==> src/rtl/axi_sram_slave_if.sv <==
// AXI4 slave bus plus synchronous SRAM port bundle for axi_sram_slave.
// The slave modport is the bridge side; the master modport drives AXI and models the SRAM.
interface axi_sram_slave_if #(
  parameter int ADDR_W = 14,
  parameter int ID_W   = 8,
  parameter int LEN_W  = 4
);
  logic [ID_W-1:0]   ARID;
  logic [31:0]       ARADDR;
  logic [LEN_W-1:0]  ARLEN;
  logic [2:0]        ARSIZE;
  logic [1:0]        ARBURST;
  logic              ARVALID;
  logic              ARREADY;

  logic [ID_W-1:0]   RID;
  logic [31:0]       RDATA;
  logic [1:0]        RRESP;
  logic              RLAST;
  logic              RVALID;
  logic              RREADY;

  logic [ID_W-1:0]   AWID;
  logic [31:0]       AWADDR;
  logic [LEN_W-1:0]  AWLEN;
  logic [2:0]        AWSIZE;
  logic [1:0]        AWBURST;
  logic              AWVALID;
  logic              AWREADY;

  logic [31:0]       WDATA;
  logic [3:0]        WSTRB;
  logic              WLAST;
  logic              WVALID;
  logic              WREADY;

  logic [ID_W-1:0]   BID;
  logic [1:0]        BRESP;
  logic              BVALID;
  logic              BREADY;

  logic              CS;
  logic              OE;
  logic [3:0]        WEB;
  logic [ADDR_W-1:0] A;
  logic [31:0]       DI;
  logic [31:0]       DO;

  modport slave (
    input  ARID, ARADDR, ARLEN, ARSIZE, ARBURST, ARVALID,
    output ARREADY,
    output RID, RDATA, RRESP, RLAST, RVALID,
    input  RREADY,
    input  AWID, AWADDR, AWLEN, AWSIZE, AWBURST, AWVALID,
    output AWREADY,
    input  WDATA, WSTRB, WLAST, WVALID,
    output WREADY,
    output BID, BRESP, BVALID,
    input  BREADY,
    output CS, OE, WEB, A, DI,
    input  DO
  );

  modport master (
    output ARID, ARADDR, ARLEN, ARSIZE, ARBURST, ARVALID,
    input  ARREADY,
    input  RID, RDATA, RRESP, RLAST, RVALID,
    output RREADY,
    output AWID, AWADDR, AWLEN, AWSIZE, AWBURST, AWVALID,
    input  AWREADY,
    output WDATA, WSTRB, WLAST, WVALID,
    input  WREADY,
    input  BID, BRESP, BVALID,
    output BREADY,
    input  CS, OE, WEB, A, DI,
    output DO
  );
endinterface

==> src/rtl/axi_sram_slave.sv <==
// AXI4 slave bridging single-outstanding bursts onto a 32-bit synchronous SRAM.
// Define AXI_SRAM_RR_ARB_EN for round-robin read/write arbitration; default gives writes priority.
module axi_sram_slave #(
  parameter int ADDR_W = 14,
  parameter int ID_W   = 8,
  parameter int LEN_W  = 4
) (
  input logic             ACLK,
  input logic             ARESETn,
  axi_sram_slave_if.slave bus
);

  typedef enum logic [2:0] {
    IDLE,
    RD_ADDR,
    RD_DATA,
    WR_DATA,
    WR_RESP
  } state_e;

  localparam logic [1:0] RESP_OKAY   = 2'b00;
  localparam logic [1:0] RESP_SLVERR = 2'b10;

  state_e            state_q, state_d;
  logic              run_q;
  logic [ID_W-1:0]   id_q, id_d;
  logic [31:0]       addr_q, addr_d;
  logic [LEN_W-1:0]  len_q, len_d;
  logic [LEN_W-1:0]  beat_q, beat_d;
  logic [2:0]        size_q, size_d;
  logic [1:0]        burst_q, burst_d;
  logic              err_q, err_d;
  logic              wlastErr_q, wlastErr_d;
  logic              rvalid_q, rvalid_d;
  logic [31:0]       rdata_q, rdata_d;
  logic [1:0]        rresp_q, rresp_d;
  logic              rlast_q, rlast_d;
  logic [1:0]        bresp_q, bresp_d;

  logic              preferWr;
  logic              grantWr;
  logic              grantRd;
  logic              lastBeat;
  logic              wlastBad;
  logic [31:0]       addrNext;
  logic [31:0]       incr;
  logic [31:0]       wrapMask;

  function automatic logic burstBad(input logic [1:0] burst, input logic [2:0] size,
                                    input logic [LEN_W-1:0] len);
    logic wrapLenOk;
    wrapLenOk = (len == LEN_W'(1)) || (len == LEN_W'(3)) ||
                (len == LEN_W'(7)) || (len == LEN_W'(15));
    return (burst == 2'b11) || (size > 3'd2) || ((burst == 2'b10) && !wrapLenOk);
  endfunction

`ifdef AXI_SRAM_RR_ARB_EN
  logic wrLast_q, wrLast_d;

  // Pointer remembers which direction won last; the other side wins the next tie.
  always_ff @(posedge ACLK or negedge ARESETn) begin
    if (!ARESETn) begin
      wrLast_q <= 1'b0;
    end else begin
      wrLast_q <= wrLast_d;
    end
  end

  always_comb begin
    wrLast_d = wrLast_q;
    if (grantWr) begin
      wrLast_d = 1'b1;
    end else if (grantRd) begin
      wrLast_d = 1'b0;
    end
  end

  assign preferWr = ~wrLast_q;
`else
  assign preferWr = 1'b1;
`endif

  // Grants are held off until the cycle after reset release so nothing is accepted during reset.
  always_comb begin
    grantWr = 1'b0;
    grantRd = 1'b0;
    if ((state_q == IDLE) && run_q) begin
      if (bus.AWVALID && (!bus.ARVALID || preferWr)) begin
        grantWr = 1'b1;
      end else if (bus.ARVALID) begin
        grantRd = 1'b1;
      end
    end
  end

  assign lastBeat = (beat_q == len_q);
  assign wlastBad = (bus.WLAST != lastBeat);
  assign incr     = 32'd1 << size_q;
  assign wrapMask = ((32'(len_q) + 32'd1) << size_q) - 32'd1;

  always_comb begin
    case (burst_q)
      2'b01:   addrNext = addr_q + incr;
      2'b10:   addrNext = (addr_q & ~wrapMask) | ((addr_q + incr) & wrapMask);
      default: addrNext = addr_q;
    endcase
  end

  always_ff @(posedge ACLK or negedge ARESETn) begin
    if (!ARESETn) begin
      state_q    <= IDLE;
      run_q      <= 1'b0;
      id_q       <= '0;
      addr_q     <= '0;
      len_q      <= '0;
      beat_q     <= '0;
      size_q     <= '0;
      burst_q    <= '0;
      err_q      <= 1'b0;
      wlastErr_q <= 1'b0;
      rvalid_q   <= 1'b0;
      rdata_q    <= '0;
      rresp_q    <= RESP_OKAY;
      rlast_q    <= 1'b0;
      bresp_q    <= RESP_OKAY;
    end else begin
      state_q    <= state_d;
      run_q      <= 1'b1;
      id_q       <= id_d;
      addr_q     <= addr_d;
      len_q      <= len_d;
      beat_q     <= beat_d;
      size_q     <= size_d;
      burst_q    <= burst_d;
      err_q      <= err_d;
      wlastErr_q <= wlastErr_d;
      rvalid_q   <= rvalid_d;
      rdata_q    <= rdata_d;
      rresp_q    <= rresp_d;
      rlast_q    <= rlast_d;
      bresp_q    <= bresp_d;
    end
  end

  // Write beats hit the SRAM combinationally in the W handshake cycle; reads take an
  // address cycle, then a capture cycle before RVALID because DO lags CS by one clock.
  always_comb begin
    state_d     = state_q;
    id_d        = id_q;
    addr_d      = addr_q;
    len_d       = len_q;
    beat_d      = beat_q;
    size_d      = size_q;
    burst_d     = burst_q;
    err_d       = err_q;
    wlastErr_d  = wlastErr_q;
    rvalid_d    = rvalid_q;
    rdata_d     = rdata_q;
    rresp_d     = rresp_q;
    rlast_d     = rlast_q;
    bresp_d     = bresp_q;
    bus.CS      = 1'b0;
    bus.WEB     = 4'hF;
    bus.A       = '0;
    bus.DI      = '0;
    bus.WREADY  = 1'b0;

    case (state_q)
      IDLE: begin
        if (grantWr) begin
          id_d       = bus.AWID;
          addr_d     = bus.AWADDR;
          len_d      = bus.AWLEN;
          size_d     = bus.AWSIZE;
          burst_d    = bus.AWBURST;
          beat_d     = '0;
          err_d      = burstBad(bus.AWBURST, bus.AWSIZE, bus.AWLEN);
          wlastErr_d = 1'b0;
          state_d    = WR_DATA;
        end else if (grantRd) begin
          id_d       = bus.ARID;
          addr_d     = bus.ARADDR;
          len_d      = bus.ARLEN;
          size_d     = bus.ARSIZE;
          burst_d    = bus.ARBURST;
          beat_d     = '0;
          err_d      = burstBad(bus.ARBURST, bus.ARSIZE, bus.ARLEN);
          state_d    = RD_ADDR;
        end
      end

      RD_ADDR: begin
        bus.CS   = 1'b1;
        bus.A    = addr_q[ADDR_W+1:2];
        rvalid_d = 1'b0;
        state_d  = RD_DATA;
      end

      RD_DATA: begin
        if (!rvalid_q) begin
          rdata_d  = err_q ? 32'd0 : bus.DO;
          rresp_d  = err_q ? RESP_SLVERR : RESP_OKAY;
          rlast_d  = lastBeat;
          rvalid_d = 1'b1;
        end else if (bus.RREADY) begin
          rvalid_d = 1'b0;
          if (lastBeat) begin
            state_d = IDLE;
          end else begin
            beat_d  = beat_q + LEN_W'(1);
            addr_d  = addrNext;
            state_d = RD_ADDR;
          end
        end
      end

      WR_DATA: begin
        bus.WREADY = 1'b1;
        if (bus.WVALID) begin
          if (!err_q) begin
            bus.CS  = 1'b1;
            bus.WEB = ~bus.WSTRB;
          end
          bus.A  = addr_q[ADDR_W+1:2];
          bus.DI = bus.WDATA;
          if (wlastBad) begin
            wlastErr_d = 1'b1;
          end
          if (lastBeat) begin
            bresp_d = (err_q || wlastErr_q || wlastBad) ? RESP_SLVERR : RESP_OKAY;
            state_d = WR_RESP;
          end else begin
            beat_d = beat_q + LEN_W'(1);
            addr_d = addrNext;
          end
        end
      end

      WR_RESP: begin
        if (bus.BREADY) begin
          state_d = IDLE;
        end
      end

      default: begin
        state_d = IDLE;
      end
    endcase
  end

  assign bus.ARREADY = grantRd;
  assign bus.AWREADY = grantWr;
  assign bus.RVALID  = rvalid_q;
  assign bus.RDATA   = rdata_q;
  assign bus.RRESP   = rresp_q;
  assign bus.RLAST   = rlast_q;
  assign bus.RID     = id_q;
  assign bus.BVALID  = (state_q == WR_RESP);
  assign bus.BRESP   = bresp_q;
  assign bus.BID     = id_q;
  assign bus.OE      = run_q;

endmodule

==> src/flat_wrapper.sv <==
// flat-port wrapper written by rule: the top's interface ports become plain ports
module axi_sram_slave_flat 
#(
  parameter int ADDR_W = 14,
  parameter int ID_W   = 8,
  parameter int LEN_W  = 4
)
  (ACLK, ARESETn, bus_ARID, bus_ARADDR, bus_ARLEN, bus_ARSIZE, bus_ARBURST, bus_ARVALID, bus_ARREADY, bus_RID, bus_RDATA, bus_RRESP, bus_RLAST, bus_RVALID, bus_RREADY, bus_AWID, bus_AWADDR, bus_AWLEN, bus_AWSIZE, bus_AWBURST, bus_AWVALID, bus_AWREADY, bus_WDATA, bus_WSTRB, bus_WLAST, bus_WVALID, bus_WREADY, bus_BID, bus_BRESP, bus_BVALID, bus_BREADY, bus_CS, bus_OE, bus_WEB, bus_A, bus_DI, bus_DO);
  axi_sram_slave_if #(.ADDR_W(ADDR_W), .ID_W(ID_W), .LEN_W(LEN_W)) bus_i ();
  input logic ACLK;
  input logic ARESETn;
  input wire logic [$bits(bus_i.ARID)-1:0] bus_ARID;
  input wire logic [$bits(bus_i.ARADDR)-1:0] bus_ARADDR;
  input wire logic [$bits(bus_i.ARLEN)-1:0] bus_ARLEN;
  input wire logic [$bits(bus_i.ARSIZE)-1:0] bus_ARSIZE;
  input wire logic [$bits(bus_i.ARBURST)-1:0] bus_ARBURST;
  input wire logic [$bits(bus_i.ARVALID)-1:0] bus_ARVALID;
  output wire logic [$bits(bus_i.ARREADY)-1:0] bus_ARREADY;
  output wire logic [$bits(bus_i.RID)-1:0] bus_RID;
  output wire logic [$bits(bus_i.RDATA)-1:0] bus_RDATA;
  output wire logic [$bits(bus_i.RRESP)-1:0] bus_RRESP;
  output wire logic [$bits(bus_i.RLAST)-1:0] bus_RLAST;
  output wire logic [$bits(bus_i.RVALID)-1:0] bus_RVALID;
  input wire logic [$bits(bus_i.RREADY)-1:0] bus_RREADY;
  input wire logic [$bits(bus_i.AWID)-1:0] bus_AWID;
  input wire logic [$bits(bus_i.AWADDR)-1:0] bus_AWADDR;
  input wire logic [$bits(bus_i.AWLEN)-1:0] bus_AWLEN;
  input wire logic [$bits(bus_i.AWSIZE)-1:0] bus_AWSIZE;
  input wire logic [$bits(bus_i.AWBURST)-1:0] bus_AWBURST;
  input wire logic [$bits(bus_i.AWVALID)-1:0] bus_AWVALID;
  output wire logic [$bits(bus_i.AWREADY)-1:0] bus_AWREADY;
  input wire logic [$bits(bus_i.WDATA)-1:0] bus_WDATA;
  input wire logic [$bits(bus_i.WSTRB)-1:0] bus_WSTRB;
  input wire logic [$bits(bus_i.WLAST)-1:0] bus_WLAST;
  input wire logic [$bits(bus_i.WVALID)-1:0] bus_WVALID;
  output wire logic [$bits(bus_i.WREADY)-1:0] bus_WREADY;
  output wire logic [$bits(bus_i.BID)-1:0] bus_BID;
  output wire logic [$bits(bus_i.BRESP)-1:0] bus_BRESP;
  output wire logic [$bits(bus_i.BVALID)-1:0] bus_BVALID;
  input wire logic [$bits(bus_i.BREADY)-1:0] bus_BREADY;
  output wire logic [$bits(bus_i.CS)-1:0] bus_CS;
  output wire logic [$bits(bus_i.OE)-1:0] bus_OE;
  output wire logic [$bits(bus_i.WEB)-1:0] bus_WEB;
  output wire logic [$bits(bus_i.A)-1:0] bus_A;
  output wire logic [$bits(bus_i.DI)-1:0] bus_DI;
  input wire logic [$bits(bus_i.DO)-1:0] bus_DO;
  assign bus_i.ARID = bus_ARID;
  assign bus_i.ARADDR = bus_ARADDR;
  assign bus_i.ARLEN = bus_ARLEN;
  assign bus_i.ARSIZE = bus_ARSIZE;
  assign bus_i.ARBURST = bus_ARBURST;
  assign bus_i.ARVALID = bus_ARVALID;
  assign bus_ARREADY = bus_i.ARREADY;
  assign bus_RID = bus_i.RID;
  assign bus_RDATA = bus_i.RDATA;
  assign bus_RRESP = bus_i.RRESP;
  assign bus_RLAST = bus_i.RLAST;
  assign bus_RVALID = bus_i.RVALID;
  assign bus_i.RREADY = bus_RREADY;
  assign bus_i.AWID = bus_AWID;
  assign bus_i.AWADDR = bus_AWADDR;
  assign bus_i.AWLEN = bus_AWLEN;
  assign bus_i.AWSIZE = bus_AWSIZE;
  assign bus_i.AWBURST = bus_AWBURST;
  assign bus_i.AWVALID = bus_AWVALID;
  assign bus_AWREADY = bus_i.AWREADY;
  assign bus_i.WDATA = bus_WDATA;
  assign bus_i.WSTRB = bus_WSTRB;
  assign bus_i.WLAST = bus_WLAST;
  assign bus_i.WVALID = bus_WVALID;
  assign bus_WREADY = bus_i.WREADY;
  assign bus_BID = bus_i.BID;
  assign bus_BRESP = bus_i.BRESP;
  assign bus_BVALID = bus_i.BVALID;
  assign bus_i.BREADY = bus_BREADY;
  assign bus_CS = bus_i.CS;
  assign bus_OE = bus_i.OE;
  assign bus_WEB = bus_i.WEB;
  assign bus_A = bus_i.A;
  assign bus_DI = bus_i.DI;
  assign bus_i.DO = bus_DO;
  axi_sram_slave #(.ADDR_W(ADDR_W), .ID_W(ID_W), .LEN_W(LEN_W)) u_core (.ACLK(ACLK), .ARESETn(ARESETn), .bus(bus_i));
endmodule
==> config.mk <==
export PLATFORM = sky130hd
export DESIGN_NAME = axi_sram_slave_flat
export DESIGN_NICKNAME = d
export VERILOG_FILES = /design/src/rtl/axi_sram_slave_if.sv /design/src/rtl/axi_sram_slave.sv /design/src/flat_wrapper.sv
export SDC_FILE = /design/constraint.sdc
export NUM_CORES = 1
export LEC_CHECK = 0
export ABC_AREA = 1
export CORE_MARGIN = 2
export CORE_UTILIZATION = 44
export DETAILED_ROUTE_END_ITERATION = 10
export GPL_TIMING_DRIVEN = 0
export PLACE_DENSITY_LB_ADDON = 0.2
export RECOVER_POWER = 50
export SYNTH_ARGS = -nofsm -noshare
export SYNTH_HDL_FRONTEND = slang
export SYNTH_SLANG_ARGS = --single-unit
==> constraint.sdc <==
create_clock -name ACLK -period 4.7 [get_ports ACLK]
set_input_delay 0.94 -clock ACLK [delete_from_list [all_inputs] [get_ports ACLK]]
set_output_delay 0.94 -clock ACLK [all_outputs]
set_load 0.01 [all_outputs]
==> results of run 1 <==
power groups by stage:
stage	clock, mW	combinational, mW	sequential (mW)
2_1_floorplan	0	2.20	1.31
3_3_place_gp	0	3.59	1.27
3_5_place_dp	0	3.64	1.26
4_1_cts	0.669	3.66	1.27
5_1_grt	0.700	4.02	1.31
6_report	0.659	3.64	1.27
layer usage:
layer / GRT usage / up-vias / share of wire
met4: 0.1143 / 0 / 0.029
met5: 0 / - / 0
met2: 0.5027 / 274 / 0.48
met1: 0.3802 / 2871 / 0.40
li1: - / 3092 / -
met3: 0.08303 / 41 / 0.088
through the flow:
| stage | std cells | power, mW | cell area, um2 | TNS [ps] | setup WS [ps] |
|---|---|---|---|---|---|
| after floorplan | 783 | 3.514 | 5545 | 0 | 1882 |
| after global placement | 1199 | 4.853 | 8238 | -18020 | -232.5 |
| after detailed placement | 1200 | 4.900 | 8263 | 0 | 658.8 |
| after CTS | 1216 | 5.595 | 8532 | 0 | 655.3 |
| after global routing | 1217 | 6.035 | 8497 | 0 | 333.8 |
| final | 1217 | 5.577 | 8497 | 0 | 552.4 |
worst paths after layout:
kind | start | end | slack (ps) | cells after the start
min | u_core.bus.RDATA[26] | u_core.bus.RDATA[26] | 500 | 1
min reg2reg | u_core.bus.RDATA[26] | u_core.bus.RDATA[26] | 500 | 1
min in group asynchronous | ARESETn | u_core.bus.RDATA[24] | 910 | 1
max in group asynchronous | ARESETn | u_core.bus.RRESP[1] | 1750 | 2
max reg2reg | u_core.size_q[2] | flip-flop | 1880 | 13
max | u_core.state_q[1] | bus_A[3] | 550 | 10
kinds of logic (layout without fill, tap and decap cells):
family | after synthesis | count (layout) | synth area share
adders and majority gates | 12 | 12 | 0.02845
buffers and inverters | 123 | 388 | 0.09415
xor gates and xnor gates | 13 | 13 | 0.02055
DFF | 79 | 79 | 0.3567
and+or+nand+nor | 399 | 399 | 0.3123
AOI/OAI and AO/OA | 154 | 154 | 0.1865
other | 2 | 4 | 0.001355
cell usage in the layout (no fill, tap or decap), types with 11 or more instances in the layout:
cell and count:
a21oi_1 26, inv_1 65, buf_4 11, dlygate4sd3_1 17, nand3_1 58, nand2_1 192
clkbuf_1 25, clkdlybuf4s50_1 230, nor2_1 107, o21ai_0 48, ha_1 11, a22o_1 32
dfrtp_1 79
area by class of cell:
type	count	share of cell area
diodes	1	0.0002945
plain buffers	42	0.02503
clock buffers	13	0.02945
clock inverters	3	0.002209
inverters	81	0.03593
multi-input cells	581	0.3577
flip-flops and latches	79	0.2327
well taps	168	0.02474
repair buffers	249	0.2920
==> results.py, run 1 <==
metrics = {
    "clock_tree": {
        "post_cts_resized": 0,
        "cts_buffer_depth": 2,
        "clock-root-buffer": "clkbuf_16",
        "cts_setup_buffers": 0,
        "cts_hold_buf": 0,
        "path_clk_slew_ps": 60,
        "clock_latency_ps": 340,
        "h-tree-depth": 3,
        "cts.sinks": 79,
        "cts_made_buffers": 9,
        "cts_tree": "yes",
    },
    "timing": {
        "period_needed_ps": 4148,
        "fin_crit_sh": 0.8825,
        "rsz0062_at_grt": "no",
        "finalHoldViolCount": 0,
        "max_freq_mhz": 241.1,
        "tightest_slew_ps": 1418,
        "relSlewSlack": 0.05466,
        "skew_ps": 4.220,
        "slew_viol_final": 0,
        "setup_violations": 0,
        "hold_ws_ps": 501.7,
    },
    "synthesis": {
        "synth_top_cell_by_area": "dfrtp_1",
        "synth_flop_cell": "dfrtp_1",
        "ys_types": 50,
        "synth_area_leaders": "dfrtp_1, nand2_1, nor2_1, nand3_1, a22o_1",
        "syn_area_mm2": 0.005542,
        "ys_async_sr_fraction": 1.000,
        "synth_edf_count": 0,
        "synth-seq-cells": 79,
        "syn_area_per_cell_um2": 7.086,
        "synth_top_area_frac": 0.3567,
        "yosysMostFrequentCell": "nand2_1",
        "synth_warnings": 0,
        "netlist_instances": 782,
        "ys_seq_area_frac": 0.3567,
        "yosys-top-cells-count": "nand2_1, nor2_1, dfrtp_1",
    },
    "detailed_routing": {
        "routed_wl_um": 20150,
        "wire_per_inst_um": 16.55,
        "drt_iter0_drc": 397,
        "first_pass_iters": 5,
        "vias_per_cell": 5.159,
        "vias": 6278,
        "drc": 0,
        "ant_nets": 0,
    },
    "layout": {
        "final_core_util": 0.6987,
        "fin_nets": 1229,
        "multi_input_area_mm2": 0.003039,
        "drive_gt1_frac": 0.06870,
        "n_fill_cell": 1053,
        "syn_to_final_growth_pct": 53.33,
        "regArea_mm2": 0.001977,
    },
    "power": {
        "p_leak_nw": 3.872,
        "cell_internal_pwr_mw": 2.950,
        "pwr-share-seq": 0.228,
        "irDropWorstVdd_uv": 304.4,
        "comb_power_share": 0.654,
        "p_per_area_mw_per_mm2": 656.3,
        "swShare": 0.4709,
        "power.switching_mw": 2.626,
        "pwr-share-clk": 0.118,
    },
    "global_route": {
        "grt_pass1_vias": 6104,
        "grt_pass1_wl_um": 31350,
        "antenna_found_initial": 1,
        "grtUsageTotal": 0.3038,
        "grt_max_degree": 55,
        "overflow": 0,
    },
    "setup_path": {
        "critPathLaunchType": "flip-flop",
        "cp.buffers_inverters": 5,
        "cpMostUsedCell": "nor2_1",
        "arrival_ps": 3210,
        "worstPathMaxFanout": 10,
        "crit_required_ps": 3760,
        "cp_top_family": "buffers and inverters",
        "crit_path_end_kind": "output port",
        "crit_path_top_delay_cell": "clkdlybuf4s50_1",
        "crit_chain": "inv_1 -> nor2_4 -> inv_1 -> nor2_1 -> inv_2 -> nor2_1 -> nor2_1 -> clkbuf_1 -> nor2_1 -> clkdlybuf4s50_1",
        "slowest_delay_ps": 510,
        "path_class": "flip-flop to output port",
    },
    "floorplanning": {
        "ios": 284,
        "rows": 40,
        "die_area_mm2": 0.01351,
        "core-area_mm2": 0.01216,
        "die_x_um": 116.2,
        "die_y_um": 116.2,
        "start_util": 0.4557,
    },
    "flow_run": {
        "maxCapViolations": 0,
    },
    "worst_hold_path": {
        "hold_path.class": "flip-flop to flip-flop",
    },
    "place": {
        "hpwl_um": 15850,
        "gp_congestion": 0.9525,
        "io_buffer_count": 248,
    },
    "run_status": {
        "status": "complete, no violations",
    },
}
Note: power is estimated with default switching activity, not from simulation.
==> run 2: changes to the inputs <==
--- a/config.mk
+++ b/config.mk
@@ -10,7 +10,7 @@
 export CORE_UTILIZATION = 44
 export DETAILED_ROUTE_END_ITERATION = 10
 export GPL_TIMING_DRIVEN = 0
-export PLACE_DENSITY_LB_ADDON = 0.2
+export PLACE_DENSITY = 0.9
 export RECOVER_POWER = 50
 export SYNTH_ARGS = -nofsm -noshare
 export SYNTH_HDL_FRONTEND = slang
==> run 2 against run 1 <==
Compared with the run above:
- critical path depth down 4
- first-iteration DRC count up 12%
- wire length up 1.1%
- clock skew up 7.5 ps
- combinational power about the same
- worst setup slack better by 110 ps
- register-to-register slack worse by 100 ps
- sequential power about the same
- count of clock-buffer cells in the layout down 4
- critical endpoint is now bus_AWREADY
- cell count about the same
- maximum frequency up 2.7%
- global-route usage down 0.63 points
==> results.py, run 2 (synthesized netlist as in run 1, its figures left out) <==
metrics = {
    "power": {
        "p_leak_nw": 3.911,
        "comb_power_share": 0.647,
        "cell_internal_pwr_mw": 2.936,
        "irDropWorstVdd_uv": 385.8,
        "finalPower_mw": 5.673,
        "pwr-share-seq": 0.227,
        "pwr-share-clk": 0.126,
        "power.switching_mw": 2.737,
        "p_per_area_mw_per_mm2": 664.6,
        "swShare": 0.4825,
    },
    "timing": {
        "slew_viol_final": 0,
        "rsz0062_at_grt": "no",
        "fin_crit_sh": 0.8597,
        "period_needed_ps": 4040,
        "finalHoldViolCount": 0,
        "tightest_slew_ps": 1405,
        "relSlewSlack": 0.06302,
        "skew_ps": 11.73,
        "max_freq_mhz": 247.5,
        "setup_violations": 0,
    },
    "setup_path": {
        "slowest_delay_ps": 580,
        "crit_chain": "clkdlybuf4s50_1 -> inv_1 -> nor2_8 -> clkbuf_1 -> buf_2 -> clkdlybuf4s50_1",
        "reg2reg_slack_ps": 1780,
        "rr_worst_depth": 16,
        "path_class": "primary input to output port",
        "crit_path_top_delay_cell": "clkdlybuf4s50_1",
        "cp_top_family": "buffers and inverters",
        "crit_path_end_kind": "output port",
        "worstPathMaxFanout": 10,
        "crit_required_ps": 3760,
        "cp.buffers_inverters": 5,
        "cpMostUsedCell": "clkdlybuf4s50_1",
        "reg2reg_from": "u_core.size_q[2]",
        "arrival_ps": 3100,
        "critPathLaunchType": "primary input",
    },
    "clock_tree": {
        "clock-root-buffer": "clkbuf_16",
        "cts_hold_buf": 0,
        "cts.sinks": 79,
        "path_clk_slew_ps": 60,
        "cts_setup_buffers": 0,
        "cts_buffer_depth": 2,
        "cts_tree": "yes",
        "clock_latency_ps": 350,
        "cts_made_buffers": 9,
        "post_cts_resized": 0,
        "h-tree-depth": 3,
    },
    "detailed_routing": {
        "routed_wl_um": 20360,
        "first_pass_iters": 5,
        "drt_iter0_drc": 443,
        "vias": 6457,
        "wire_per_inst_um": 16.74,
        "drc": 0,
        "ant_nets": 0,
        "vias_per_cell": 5.310,
    },
    "floorplanning": {
        "die_x_um": 116.2,
        "die_area_mm2": 0.01351,
        "rows": 40,
        "die_y_um": 116.2,
        "core-area_mm2": 0.01216,
        "ios": 284,
        "start_util": 0.4557,
    },
    "global_route": {
        "grt_pass1_vias": 6301,
        "grt_max_degree": 59,
        "grt_pass1_wl_um": 31000,
        "grtUsageTotal": 0.2975,
        "antenna_found_initial": 0,
        "overflow": 0,
    },
    "flow_run": {
        "maxCapViolations": 0,
    },
    "worst_hold_path": {
        "min_from": "u_core.bus.RDATA[29]",
        "hold_path.class": "flip-flop to flip-flop",
        "worstHoldPathCells": 1,
        "min_to": "u_core.bus.RDATA[29]",
    },
    "layout": {
        "layout_common_cells": "clkdlybuf4s50_1, nand2_1, nor2_1, dfrtp_1, inv_1",
        "drive_gt1_frac": 0.07156,
        "fin_nets": 1229,
        "final_core_util": 0.7019,
        "n_fill_cell": 966,
        "layout.cells.most_common": "clkdlybuf4s50_1",
        "syn_to_final_growth_pct": 54.03,
        "n_antenna_cell": 0,
    },
    "place": {
        "gp_congestion": 0.9403,
        "io_buffer_count": 248,
        "hpwl_um": 15630,
    },
    "run_status": {
        "status": "complete, no violations",
    },
}
==> run 2: worst max-delay path by stage <==
| stage | slack, ps | cells past startpoint | start | end |
|---|---|---|---|---|
| 5_1_grt | 460 | 10 | u_core.state_q[1] | bus_A[12] |
| 2_1_floorplan | 1880 | 6 | bus_WVALID | bus_A[10] |
| 4_1_cts | 670 | 6 | bus_AWVALID | bus_AWREADY |
| 3_5_place_dp | 670 | 6 | bus_AWVALID | bus_AWREADY |
| 6_report | 660 | 6 | bus_AWVALID | bus_AWREADY |
| 3_3_place_gp | -190 | 1 | ARESETn | u_core.bus.RDATA[13] |
==> run 2: power by group through the flow <==
stage	clock network (mW)	logic (mW)	registers [mW]
after floorplan	0	2.20	1.31
after global placement	0	3.58	1.27
after detailed placement	0	3.65	1.28
after CTS	0.719	3.70	1.29
after global routing	0.741	4.03	1.32
final	0.714	3.67	1.29
==> run 2: worst register-to-register path: stages (launching register included) <==
cell and delay [ps]:
dfrtp_1 430, clkbuf_1 250, nor3_1 280, ha_1 300, fa_1 260, nand3_1 80, nand2_1 140, nand4_1 120
o211ai_1 190, nand2_1 180, o21ai_0 170, o21ai_0 120, nor2_1 110, nand2_1 60, nand2_1 60, nand2_1 60
nand2_1 60
==> run 2: cell type report <==
class	instances	area (um2)	area share
sequential	79	1977	0.2316
clock inverter	7	67.56	0.007916
tap	168	210.2	0.02463
timing repair buffer	249	2504	0.2933
clock buffer	9	225.2	0.02639
multi-input combinational	581	3034	0.3555
inverter	81	305.3	0.03577
buffer	42	212.7	0.02492
==> run 2: routing by layer <==
metal	global-route usage	up-vias	wire, um
met2	0.5159	324	9728
met4	0.1548	0	1126
met1	0.3272	2959	7545
met3	0.09341	81	1959
met5	0	-	0
li1	-	3093	-
==> run 2: metrics by stage <==
stage | hold WS (ps) | worst slack, ps | std cells | instance area, um2 | setup TNS [ps]
6_report | 502.8 | 659.6 | 1216 | 8536 | 0
2_1_floorplan | 471.2 | 1882 | 783 | 5545 | 0
3_3_place_gp | 473.2 | -193.2 | 1199 | 8238 | -14590
3_5_place_dp | 488.8 | 671.2 | 1200 | 8263 | 0
5_1_grt | 524.7 | 456.2 | 1216 | 8536 | 0
4_1_cts | 496.2 | 671.4 | 1216 | 8556 | 0
